`src/rtl/bf16_pkg.sv`:
```
// Shared bfloat16 constants and field helpers for the multiplier and adder datapaths.
package bf16_pkg;

   localparam int BF16_W = 16;
   localparam int EXP_W  = 8;
   localparam int FRAC_W = 7;
   localparam int BIAS   = 127;

   localparam logic [EXP_W-1:0]  EXP_MAX = 8'hFF;
   localparam logic [BF16_W-1:0] QNAN    = 16'h7FC0;

   typedef struct packed {
      logic              sign;
      logic [EXP_W-1:0]  exp;
      logic [FRAC_W-1:0] frac;
   } bf16_t;

   function automatic bf16_t bf16_unpack(input logic [BF16_W-1:0] v);
      return bf16_t'(v);
   endfunction

endpackage

```
`src/rtl/bf16_mul_norm.sv`:
```
// Combinational tail of the multiplier: normalise the mantissa product, clamp the
// exponent and pack special-class results.
module bf16_mul_norm
   import bf16_pkg::*;
(
   input  logic                      sign,
   input  logic signed [EXP_W+1:0]   esum,
   input  logic [2*FRAC_W+1:0]       mprod,
   input  logic                      is_nan,
   input  logic                      is_inf,
   input  logic                      is_zero,
   output logic [BF16_W-1:0]         result
);

   localparam int ESUM_W  = EXP_W + 2;
   localparam int MPROD_W = 2 * FRAC_W + 2;
   localparam logic signed [ESUM_W-1:0] E_OVF = ESUM_W'(255);
   localparam logic signed [ESUM_W-1:0] E_ONE = ESUM_W'(1);

   logic signed [ESUM_W-1:0] e_norm;
   logic [FRAC_W-1:0]        frac;

   // Product of two [1,2) mantissas lies in [1,4); the top bit decides the shift.
   always_comb begin
      e_norm = esum;
      frac   = mprod[MPROD_W-3 -: FRAC_W];
      if (mprod[MPROD_W-1]) begin
         e_norm = esum + E_ONE;
         frac   = mprod[MPROD_W-2 -: FRAC_W];
      end
   end

   always_comb begin
      result = {sign, {(BF16_W-1){1'b0}}};
      if (is_nan) begin
         result = QNAN;
      end else if (is_inf) begin
         result = {sign, EXP_MAX, {FRAC_W{1'b0}}};
      end else if (is_zero) begin
         result = {sign, {(BF16_W-1){1'b0}}};
      end else if (e_norm >= E_OVF) begin
         result = {sign, EXP_MAX, {FRAC_W{1'b0}}};
      end else if (e_norm <= $signed({ESUM_W{1'b0}})) begin
         result = {sign, {(BF16_W-1){1'b0}}};
      end else begin
         result = {sign, e_norm[EXP_W-1:0], frac};
      end
   end

endmodule

```
`src/rtl/bf16_mul_pipe.sv`:
```
// Two-stage bfloat16 multiplier with valid/ready handshake; truncating rounding,
// denormals flushed to zero, fully stallable from the output side.
module bf16_mul_pipe #(
   parameter int EXP_W  = bf16_pkg::EXP_W,
   parameter int FRAC_W = bf16_pkg::FRAC_W,
   parameter int BIAS   = bf16_pkg::BIAS
) (
   input  logic                      clk,
   input  logic                      rst_n,
   input  logic                      in_valid,
   output logic                      in_ready,
   input  logic [EXP_W+FRAC_W:0]     a,
   input  logic [EXP_W+FRAC_W:0]     b,
   output logic                      out_valid,
   input  logic                      out_ready,
   output logic [EXP_W+FRAC_W:0]     product
);

   localparam int ESUM_W  = EXP_W + 2;
   localparam int MANT_W  = FRAC_W + 1;
   localparam int MPROD_W = 2 * MANT_W;
   localparam logic signed [ESUM_W-1:0] BIAS_S = ESUM_W'(BIAS);

   bf16_pkg::bf16_t ua, ub;
   logic a_zero, b_zero, a_inf, b_inf, a_nan, b_nan;
   logic nan_next, inf_next, zero_next;
   logic signed [ESUM_W-1:0] esum_next;
   logic [MPROD_W-1:0]       mprod_next;

   logic                     s1_valid_reg, s2_valid_reg;
   logic                     s1_sign_reg, s1_nan_reg, s1_inf_reg, s1_zero_reg;
   logic signed [ESUM_W-1:0] s1_esum_reg;
   logic [MPROD_W-1:0]       s1_mprod_reg;
   logic [EXP_W+FRAC_W:0]    product_reg;
   logic [EXP_W+FRAC_W:0]    norm_result;
   logic                     s1_adv, s2_adv;

   assign s2_adv    = !s2_valid_reg || out_ready;
   assign s1_adv    = !s1_valid_reg || s2_adv;
   assign in_ready  = s1_adv;
   assign out_valid = s2_valid_reg;
   assign product   = product_reg;

   always_comb begin
      ua         = bf16_pkg::bf16_unpack(a);
      ub         = bf16_pkg::bf16_unpack(b);
      a_zero     = (ua.exp == '0);
      b_zero     = (ub.exp == '0);
      a_inf      = (ua.exp == bf16_pkg::EXP_MAX) && (ua.frac == '0);
      b_inf      = (ub.exp == bf16_pkg::EXP_MAX) && (ub.frac == '0);
      a_nan      = (ua.exp == bf16_pkg::EXP_MAX) && (ua.frac != '0);
      b_nan      = (ub.exp == bf16_pkg::EXP_MAX) && (ub.frac != '0);
      // Inf x zero is folded into the NaN flag so the pack stage sees one priority chain.
      nan_next   = a_nan || b_nan || (a_inf && b_zero) || (b_inf && a_zero);
      inf_next   = a_inf || b_inf;
      zero_next  = a_zero || b_zero;
      esum_next  = $signed({2'b00, ua.exp}) + $signed({2'b00, ub.exp}) - BIAS_S;
      mprod_next = MPROD_W'({1'b1, ua.frac}) * MPROD_W'({1'b1, ub.frac});
   end

   always_ff @(posedge clk or negedge rst_n) begin
      if (!rst_n) begin
         s1_valid_reg <= 1'b0;
         s1_sign_reg  <= 1'b0;
         s1_nan_reg   <= 1'b0;
         s1_inf_reg   <= 1'b0;
         s1_zero_reg  <= 1'b0;
         s1_esum_reg  <= '0;
         s1_mprod_reg <= '0;
      end else if (s1_adv) begin
         s1_valid_reg <= in_valid;
         if (in_valid) begin
            s1_sign_reg  <= ua.sign ^ ub.sign;
            s1_nan_reg   <= nan_next;
            s1_inf_reg   <= inf_next;
            s1_zero_reg  <= zero_next;
            s1_esum_reg  <= esum_next;
            s1_mprod_reg <= mprod_next;
         end
      end
   end

   bf16_mul_norm u_norm (
      .sign    (s1_sign_reg),
      .esum    (s1_esum_reg),
      .mprod   (s1_mprod_reg),
      .is_nan  (s1_nan_reg),
      .is_inf  (s1_inf_reg),
      .is_zero (s1_zero_reg),
      .result  (norm_result)
   );

   always_ff @(posedge clk or negedge rst_n) begin
      if (!rst_n) begin
         s2_valid_reg <= 1'b0;
         product_reg  <= '0;
      end else if (s2_adv) begin
         s2_valid_reg <= s1_valid_reg;
         if (s1_valid_reg) begin
            product_reg <= norm_result;
         end
      end
   end

endmodule

```
`config.mk`:
```
export PLATFORM = sky130hd
export DESIGN_NAME = bf16_mul_pipe
export DESIGN_NICKNAME = d
export VERILOG_FILES = /design/src/rtl/bf16_pkg.sv /design/src/rtl/bf16_mul_norm.sv /design/src/rtl/bf16_mul_pipe.sv
export SDC_FILE = /design/constraint.sdc
export NUM_CORES = 1
export LEC_CHECK = 0
export BUFFER_PORTS_ARGS = -buffer_cell sky130_fd_sc_hd__clkbuf_2
export CORE_MARGIN = 2
export CORE_UTILIZATION = 40
export CTS_CLUSTER_SIZE = 12
export DETAILED_ROUTE_END_ITERATION = 10
export SYNTH_ARGS = -nofsm -noshare
export SYNTH_HDL_FRONTEND = slang
export SYNTH_SLANG_ARGS = --single-unit
```
`constraint.sdc`:
```
create_clock -name clk -period 2.1 [get_ports clk]
set_clock_uncertainty 0.2 [all_clocks]
set_input_delay 0.42 -clock clk [delete_from_list [all_inputs] [get_ports clk]]
set_output_delay 0.42 -clock clk [all_outputs]
set_load 0.05 [all_outputs]
```
Yosys cells after proc, flatten, opt, wreduce, memory -nomap -nowiden

Index checks and enable logic that the tools add are counted.

Bits of input ports: 36
Output and inout port bits: 18
ROM bits: 0
RAM bits: 0
Register bits after elaboration: 48
Latch bits: 0
Memories kept: 0

Shift-type cells: 0
Equal/unequal tests: 2
Add/subtract/negate cells: 3
Reductions and logical operators: 23
Magnitude comparators: 2
Mux-type cells: 7
Multiply operators: 1
Bitwise gates (word level): 1
Div/mod/pow operators: 0

Operators by type and width:

| operator                                                                          | count |
|---|---|
| 15-bit two-way mux                                                                | 4 |
| 8-bit equality test, second input constant                                        | 2 |
| 8-bit logical NOT                                                                 | 2 |
| 8-bit by 8-bit multiplier with 16-bit output                                      | 1 |
| 16-bit two-way mux                                                                | 1 |
| 7-bit logical NOT                                                                 | 2 |
| 7-bit nonzero test                                                                | 2 |
| 10-bit by 2-bit adder with 10-bit output, second input constant                   | 1 |
| 10-bit by 9-bit >= comparator with 1-bit output, second input constant            | 1 |
| 10-bit by 1-bit less-or-equal comparator with 1-bit output, second input constant | 1 |
| 10-bit two-way mux                                                                | 1 |
| 9-bit by 7-bit subtractor with 10-bit output, second input constant               | 1 |
| 8-bit by 8-bit adder with 9-bit output                                            | 1 |
| 1-bit logical OR                                                                  | 7 |
| 7-bit two-way mux                                                                 | 1 |
| 1-bit logical AND                                                                 | 6 |
| 2-bit AND reduction                                                               | 2 |
| 1-bit logical NOT                                                                 | 2 |
| 1-bit bitwise XOR                                                                 | 1 |

Depth between registers and ports, before layout

Gate-level depths: netlist of run 1.

Depth in word-level cells: 8
Gate-level depth with buffers: 17

Cells and area by module

A second synthesis of run 1 with hierarchy kept.

Cells, all modules: 547
Area total of the unflattened synthesis: 4994.8 µm²

Modules (own cells, without submodules):

| module        | area an instance (µm²) | instances | cells an instance |
|---|---|---|---|
| bf16_mul_pipe | 4319.1                 | 1         | 454 |
| bf16_mul_norm | 675.6                  | 1         | 93 |

Least setup slack after synthesis of run 1

Ideal clock, no wire load.

Kind: input to register
From: in a[2]
To: reg s1_mprod_reg[14]
Arrival time: 4482 ps
Library setup time: 69 ps
Stages on the path: 16
Required time: 1831 ps
Buffers on the path: 1
Path slack: -2651 ps
Cell sequence: clkbuf_1 -> inv_1 -> fa_1 -> inv_1 -> fa_1 -> fa_1 -> inv_1 -> fa_1 -> inv_1 -> ha_1 -> a21o_1 -> a21o_1 -> a21oi_1 -> nand2_1 -> or4_1 -> nand3_1

Cells in the longest elaborated chain, start to end: 1

RTL lines:

| element                                      | line                | RTL |
|---|---|---|
| start, declared                              | bf16_mul_pipe.sv:12 | `input logic [EXP_W+FRAC_W:0] a,` |
| 8-bit by 8-bit multiplier with 16-bit output | bf16_mul_pipe.sv:58 | `mprod_next = MPROD_W'({1'b1, ua.frac}) * MPROD_W'({1'b1, ub.frac});` |
| end signal, assigned                         | bf16_mul_pipe.sv:78 | `s1_mprod_reg <= mprod_next;` |
| end, declared                                | bf16_mul_pipe.sv:33 | `logic [MPROD_W-1:0] s1_mprod_reg;` |

Every way passes these cells.
A chain may end at the register's enable or synchronous reset.

Final worst setup path of run 1

From: in a[5]
To: reg s1_mprod_reg[14]

Same word-level chain as after synthesis.

==> results of run 1 <==
[cells by family after synthesis]
logic type	after synthesis	synth area share, %
buffers and inverters	77	6.83
adder cells (fa/ha/maj)	84	30.3
XOR/XNOR	24	4.82
flip-flops	41	23.5
AND/OR/NAND/NOR	152	18.4
AO/OA/AOI/OAI	86	13.4
multiplexers	12	2.81
[cells in the mapped netlist (10+ instances only)]
master / count
a21oi_1: 14
and2_1: 29
clkbuf_1: 10
dfrtp_1: 41
fa_1: 36
ha_1: 48
inv_1: 60
mux2i_1: 10
nand2_1: 56
nand2b_1: 10
nor2_1: 11
o21ai_0: 13
o21ai_1: 12
xnor2_1: 15
[worst register-to-register path, stage by stage, from the launching register on]
cell and delay (ns):
dfrtp_2 0.44, nand4_4 0.12, or4_4 0.53, a2111oi_4 0.36, buf_4 0.18, a211oi_4 0.06, nand3_4 0.12, o21ai_1 0.07
[metrics by stage]
step           setup slack, ns  util [%]  setup TNS [ns]  hold WS [ns]
2_1_floorplan            -2.04         -          -16.97       -0.0756
3_3_place_gp             -2.25      52.3          -22.35         0.252
3_5_place_dp             -2.31      52.3          -23.53         0.260
4_1_cts                  -1.89      57.2          -17.09         0.130
5_1_grt                  -2.05      58.7          -19.28         0.124
6_report                 -1.91      58.7          -16.64         0.136
[metal layers]
metal / up-vias / track usage (%) / part of all wire, %
li1: 1927 / - / -
met1: 1815 / 24.5 / 48
met2: 81 / 33.8 / 48
met3: 10 / 1.81 / 3.0
met4: 0 / 3.39 / 0.82
met5: - / 0 / 0
[how the worst max path moves through the flow]
stage,startpoint,to,slack (ns),cells after the start
2_1_floorplan,a[2],s1_mprod_reg[14],-2.04,16
3_3_place_gp,a[2],s1_mprod_reg[14],-2.25,16
3_5_place_dp,a[2],s1_mprod_reg[14],-2.31,16
4_1_cts,a[4],s1_mprod_reg[14],-1.89,15
5_1_grt,a[4],s1_mprod_reg[14],-2.05,15
6_report,a[5],s1_mprod_reg[14],-1.91,15
[area by class of cell]
cell class                      count  area [um^2]
Fill cell                         953         4440
Multi-Input combinational cell    358         3450
Timing Repair Buffer              164         1310
Sequential cell                    41         1030
Inverter                           61          231
Tap cell                          140          175
Clock buffer                        6         72.6
Clock inverter                      2         38.8
[power by group through the flow]
stage | sequential [mW] | combinational (mW) | clock, mW
4_1_cts | 1.24 | 4.09 | 0.646
2_1_floorplan | 1.66 | 2.01 | 0
6_report | 1.23 | 4.26 | 0.630
3_3_place_gp | 1.23 | 3.66 | 0
5_1_grt | 1.27 | 4.72 | 0.675
3_5_place_dp | 1.25 | 3.72 | 0
[repair_timing]
| item | 4_1_cts | 5_1_grt |
|---|---|---|
| resized for setup | 74 | 38 |
| setup endpoints to repair | 25 | 28 |
| endpoints found under the hold margin | 17 | 0 |
| hold buffers | 1 | 0 |
| pin swaps | 52 | 35 |
| gates cloned | 0 | 0 |
| buffers inserted | 9 | 2 |
==> impl_metrics.py, run 1 <==
metrics = {
    "run_status": {
        "status": "finished, violations left",
        "violations": "negative setup slack",
    },
    "final_layout": {
        "largest_register_ffs": 16,
        "syn2layout_area_growth_pct": 44.6,
        "final_cell_area_um2": 6310,
        "fin_nets": 751,
        "mostFrequentLayoutCell": "buf_4",
        "layout-drive-gt1-share_pct": 40.3,
        "diodes": 0,
        "layout_common_cells": "103 x buf_4, 47 x nand2_1, 47 x inv_1",
        "instances_no_fill": 772,
    },
    "yosys": {
        "synth.area.top_cells": "dfrtp_1 24%, fa_1 17%, ha_1 14%, inv_1 5.2%, nand2_1 4.8%",
        "synth.cell_area_um2": 4360,
        "synth_top_flop_cell": "dfrtp_1",
        "synth_warnings": 0,
        "synth_area_leader_cell": "dfrtp_1",
        "async_reset_ff_share_pct": 100,
        "synth_cells": 476,
        "yosys.cell_types.count": 53,
        "ys_seq_area_share_pct": 23.5,
        "synth_fp_nets": 596,
        "syn_area_per_cell_um2": 9.17,
        "ys_ff_latch": 41,
        "synthDominantCellAreaShare_pct": 23.5,
        "synth_edf_count": 0,
    },
    "grt": {
        "grt_antenna_before_repair": 0,
        "grt_pass1_wl_mm": 18.0,
        "track_usage_pct": 18.7,
        "grt_pass1_vias": 3965,
        "grt_max_degree": 42,
        "overflow": 0,
    },
    "critical_path": {
        "cpMaxStageDelayCell": "fa_1",
        "cp_common_cell": "fa_1",
        "crit_type": "in2reg",
        "r2r_slack_ns": -0.09,
        "reg2reg_to": "product[2]",
        "crit_family": "adder cells",
        "ff2ff_path_depth": 7,
        "worstPathArrival_ns": 4.05,
        "worstSetupStartpointType": "primary input",
        "cp.required_ns": 2.13,
        "cp_max_fo": 6,
        "end_kind": "flop",
        "critPathMaxStageDelay_ns": 0.52,
        "r2r_start": "s1_esum_reg[0]",
        "crit_buf_inv": 3,
        "path_cells": "clkbuf_16 > and2_4 > fa_1 > fa_1 > fa_1 > inv_2 > fa_1 > inv_2 > ha_4 > a21o_1 > a21o_1 > a21oi_2 > nand2_1 > or4_1 > nand3_2",
    },
    "power": {
        "p_per_area_nw_per_um2": 971,
        "p_sw_share_pct": 43.3,
        "seq_power_share_pct": 20.1,
        "power.leakage_nw": 3.06,
        "p_total_mw": 6.13,
        "power.switching_mw": 2.65,
        "clkPwrFrac_pct": 10.3,
        "ir_drop_mv": 0.618,
        "combPwrFrac_pct": 69.6,
        "internal_power_mw": 3.47,
    },
    "clock_network": {
        "htree_levels": 2,
        "clk_latency_ns": 0.29,
        "cts_tree": "yes",
        "clkSinkCount": 41,
        "numCtsBuffers": 5,
        "clock_path_buffers": 2,
        "clkTransAtPathRegs_ns": 0.08,
        "cts_root_buf": "clkbuf_8",
    },
    "route": {
        "drc_errors": 0,
        "drtIter0Drc": 139,
        "totalWireLength_mm": 10.5,
        "vias": 3833,
        "post_drt_wl_per_cell_um": 13.6,
        "via_per_inst": 4.97,
        "ant_nets": 0,
        "firstDrtPassIters": 5,
    },
    "job": {
        "drv_cap": 0,
    },
    "die": {
        "io_pins": 54,
        "die-area_um2": 11800,
        "dieWidth_um": 108,
        "start_util_pct": 40.6,
        "coreArea_um2": 10700,
        "dieHeight_um": 108,
        "num_rows": 38,
    },
    "min_path": {
        "hp-class": "in2reg",
        "holdPathStages": 2,
        "holdPathEnd": "s1_valid_reg",
        "hold_start": "in_valid",
    },
    "placed_design": {
        "place_congestion": 0.861,
        "numPortBuffers": 53,
        "placed_area_um2": 5620,
        "dp_hpwl_mm": 8.45,
        "dp_cells": 752,
    },
    "sta": {
        "maxSlewHeadroom_pct": 66.0,
        "rsz0062_at_grt": "yes",
        "slew_viol_final": 0,
        "min_period_ns": 4.01,
        "fin_ws_ns": -1.91,
        "finalHoldViolations": 0,
        "setup_viol": 22,
        "fin_crit_sh_pct": 191,
        "max_freq_mhz": 249,
        "tightest_slew_ns": 0.510,
    },
}
Note: power is estimated with default switching activity, not from simulation.
==> inputs of run 2 (changes only) <==
Settings changed: ABC_AREA set to 1.
==> impl_metrics.py, run 2 <==
metrics = {
    "run_status": {
        "status": "finished, violations left",
        "violations": "negative setup slack",
    },
    "critical_path": {
        "crit_family": "adder cells",
        "path_cells": "clkbuf_16 > inv_2 > fa_1 > inv_2 > fa_1 > fa_1 > inv_1 > fa_1 > inv_2 > ha_4 > a21oi_4 > nor2_1 > nor2_1 > o21ai_0 > nor2_1 > a21oi_1 > o21ai_1 > nand2_1",
        "cpMaxStageDelayCell": "fa_1",
        "worstPathArrival_ns": 3.73,
        "r2r_slack_ns": 0.05,
        "cp.required_ns": 2.07,
        "ff2ff_path_depth": 11,
        "crit_buf_inv": 5,
        "reg2reg_to": "product[7]",
        "end_kind": "flop",
        "cp_max_fo": 5,
        "crit_type": "in2reg",
        "critPathMaxStageDelay_ns": 0.56,
        "cp_common_cell": "fa_1",
        "r2r_start": "s1_esum_reg[1]",
        "worstSetupStartpointType": "primary input",
    },
    "yosys": {
        "synthDominantCellAreaShare_pct": 22.2,
        "yosys.cell_types.count": 31,
        "async_reset_ff_share_pct": 100,
        "synth_fp_nets": 765,
        "synth_area_leader_cell": "dfrtp_1",
        "synth_edf_count": 0,
        "ys_seq_area_share_pct": 22.2,
        "synth_warnings": 0,
        "synth.area.top_cells": "dfrtp_1 22%, fa_1 16%, nand2_1 14%, ha_1 13%, inv_1 11%",
        "synth_cells": 645,
        "ys_ff_latch": 41,
        "syn_area_per_cell_um2": 7.17,
        "synth.cell_area_um2": 4620,
        "synth_most_common_cell": "nand2_1",
        "synth_common_cells": "178 x nand2_1, 133 x inv_1, 48 x ha_1",
        "synth_top_flop_cell": "dfrtp_1",
    },
    "power": {
        "ir_drop_mv": 0.716,
        "power.leakage_nw": 3.64,
        "p_per_area_nw_per_um2": 987,
    },
    "route": {
        "firstDrtPassIters": 4,
        "ant_nets": 0,
        "drc_errors": 0,
        "via_per_inst": 4.96,
        "vias": 4673,
        "totalWireLength_mm": 12.2,
        "post_drt_wl_per_cell_um": 13.0,
        "drtIter0Drc": 231,
    },
    "sta": {
        "fin_tns_setup_ns": -13.98,
        "finalHoldViolations": 0,
        "rsz0062_at_grt": "yes",
        "maxSlewHeadroom_pct": 62.8,
        "slew_viol_final": 0,
        "fin_crit_sh_pct": 179,
        "hold_ws_ns": 0.217,
        "max_freq_mhz": 266,
        "tightest_slew_ns": 0.553,
        "min_period_ns": 3.75,
        "setup_viol": 9,
        "fin_ws_ns": -1.65,
    },
    "clock_network": {
        "clock_path_buffers": 2,
        "clk_latency_ns": 0.28,
        "numCtsBuffers": 5,
        "cts_tree": "yes",
        "htree_levels": 2,
        "cts_root_buf": "clkbuf_16",
        "clkSinkCount": 41,
        "clkTransAtPathRegs_ns": 0.06,
    },
    "die": {
        "coreArea_um2": 11400,
        "dieHeight_um": 112,
        "dieWidth_um": 112,
        "start_util_pct": 40.7,
        "num_rows": 39,
        "die-area_um2": 12400,
        "io_pins": 54,
    },
    "placed_design": {
        "placed_area_um2": 5880,
        "numPortBuffers": 53,
        "dp_hpwl_mm": 9.57,
        "place_congestion": 0.880,
    },
    "final_layout": {
        "syn2layout_area_growth_pct": 47.8,
        "final_cell_area_um2": 6830,
        "fin_nets": 919,
        "layout-drive-gt1-share_pct": 36.5,
        "largest_register_ffs": 16,
        "mostFrequentLayoutCell": "nand2_1",
        "diodes": 0,
        "layout_common_cells": "146 x nand2_1, 112 x inv_1, 94 x buf_4",
    },
    "grt": {
        "track_usage_pct": 20.1,
        "grt_pass1_vias": 4730,
        "overflow": 0,
        "grt_max_degree": 24,
        "grt_antenna_before_repair": 0,
        "grt_pass1_wl_mm": 21.0,
    },
    "min_path": {
        "hold_start": "in_valid",
        "holdPathEnd": "s1_valid_reg",
        "hp-class": "in2reg",
        "holdPathStages": 3,
    },
    "job": {
        "drv_cap": 0,
    },
}
==> run 2: cells by family (layout without fill, tap and decap cells) <==
family	Yosys count	after routing	share of synthesized area [%]
fa+ha+maj	84	84	28.6
flops	41	41	22.2
simple gates	303	303	28.1
xor+xnor	9	9	1.70
buf+inv	148	302	12.0
compound gates	60	60	7.39
==> run 2: layout make-up <==
| class | instances | area (um^2) |
|---|---|---|
| tap | 143 | 179 |
| clock inverter | 2 | 35.0 |
| inverter | 134 | 508 |
| timing repair buffer | 161 | 1350 |
| clock buffer | 5 | 125 |
| fill | 1025 | 4540 |
| sequential | 41 | 1030 |
| multi-input combinational | 456 | 3610 |
==> run 2: how the worst max path moves through the flow <==
stage	start	end	slack [ns]	cells after the start
after floorplan	b[2]	s1_mprod_reg[12]	-1.78	20
after global placement	b[2]	s1_mprod_reg[15]	-1.95	18
after detailed placement	a[4]	s1_mprod_reg[12]	-2.03	20
after CTS	a[6]	s1_mprod_reg[12]	-1.62	20
after global routing	a[1]	s1_mprod_reg[12]	-1.84	20
final	a[2]	s1_mprod_reg[12]	-1.65	18
==> run 2: through the flow <==
| stage | cells | utilization, % | worst slack [ns] | power [mW] |
|---|---|---|---|---|
| 2_1_floorplan | 645 | - | -1.78 | 3.87 |
| 6_report | 942 | 60.1 | -1.65 | 6.74 |
| 4_1_cts | 930 | 57.3 | -1.62 | 6.41 |
| 3_3_place_gp | 914 | 51.7 | -1.95 | 5.02 |
| 5_1_grt | 942 | 60.1 | -1.84 | 7.37 |
| 3_5_place_dp | 914 | 51.7 | -2.03 | 5.09 |
==> run 2: what timing repair did <==
action / CTS / global route
hold buffers: 1 / 0
setup endpoints to repair: 10 / 26
pin swaps: 44 / 34
endpoints found under the hold margin: 18 / 0
buffers inserted: 8 / 12
gates resized for setup: 84 / 67
==> run 2: worst reg2reg max path, stage by stage (launching register included) <==
cell and delay, ns:
dfrtp_1 0.36, buf_4 0.12, nand2_1 0.07, nor2_4 0.20
nand4_1 0.19, xor2_2 0.25, inv_2 0.09, nor2_4 0.21
nand2_4 0.11, nand3_1 0.10, nand2_1 0.06, inv_1 0.04
==> run 2: where the power goes <==
group / internal (mW) / total (mW) / switching, mW
sequential: 1.03 / 1.22 / 0.189
clock: 0.552 / 0.854 / 0.302
combinational: 2.07 / 4.67 / 2.60
total: 3.65 / 6.74 / 3.10
==> run 2: metal layers <==
metal | vias to the layer above | part of all wire [%] | track usage (%)
met4 | 0 | 0.69 | 2.80
li1 | 2313 | - | -
met5 | - | 0 | 0
met1 | 2263 | 42 | 25.1
met3 | 10 | 3.9 | 2.12
met2 | 87 | 54 | 38.3
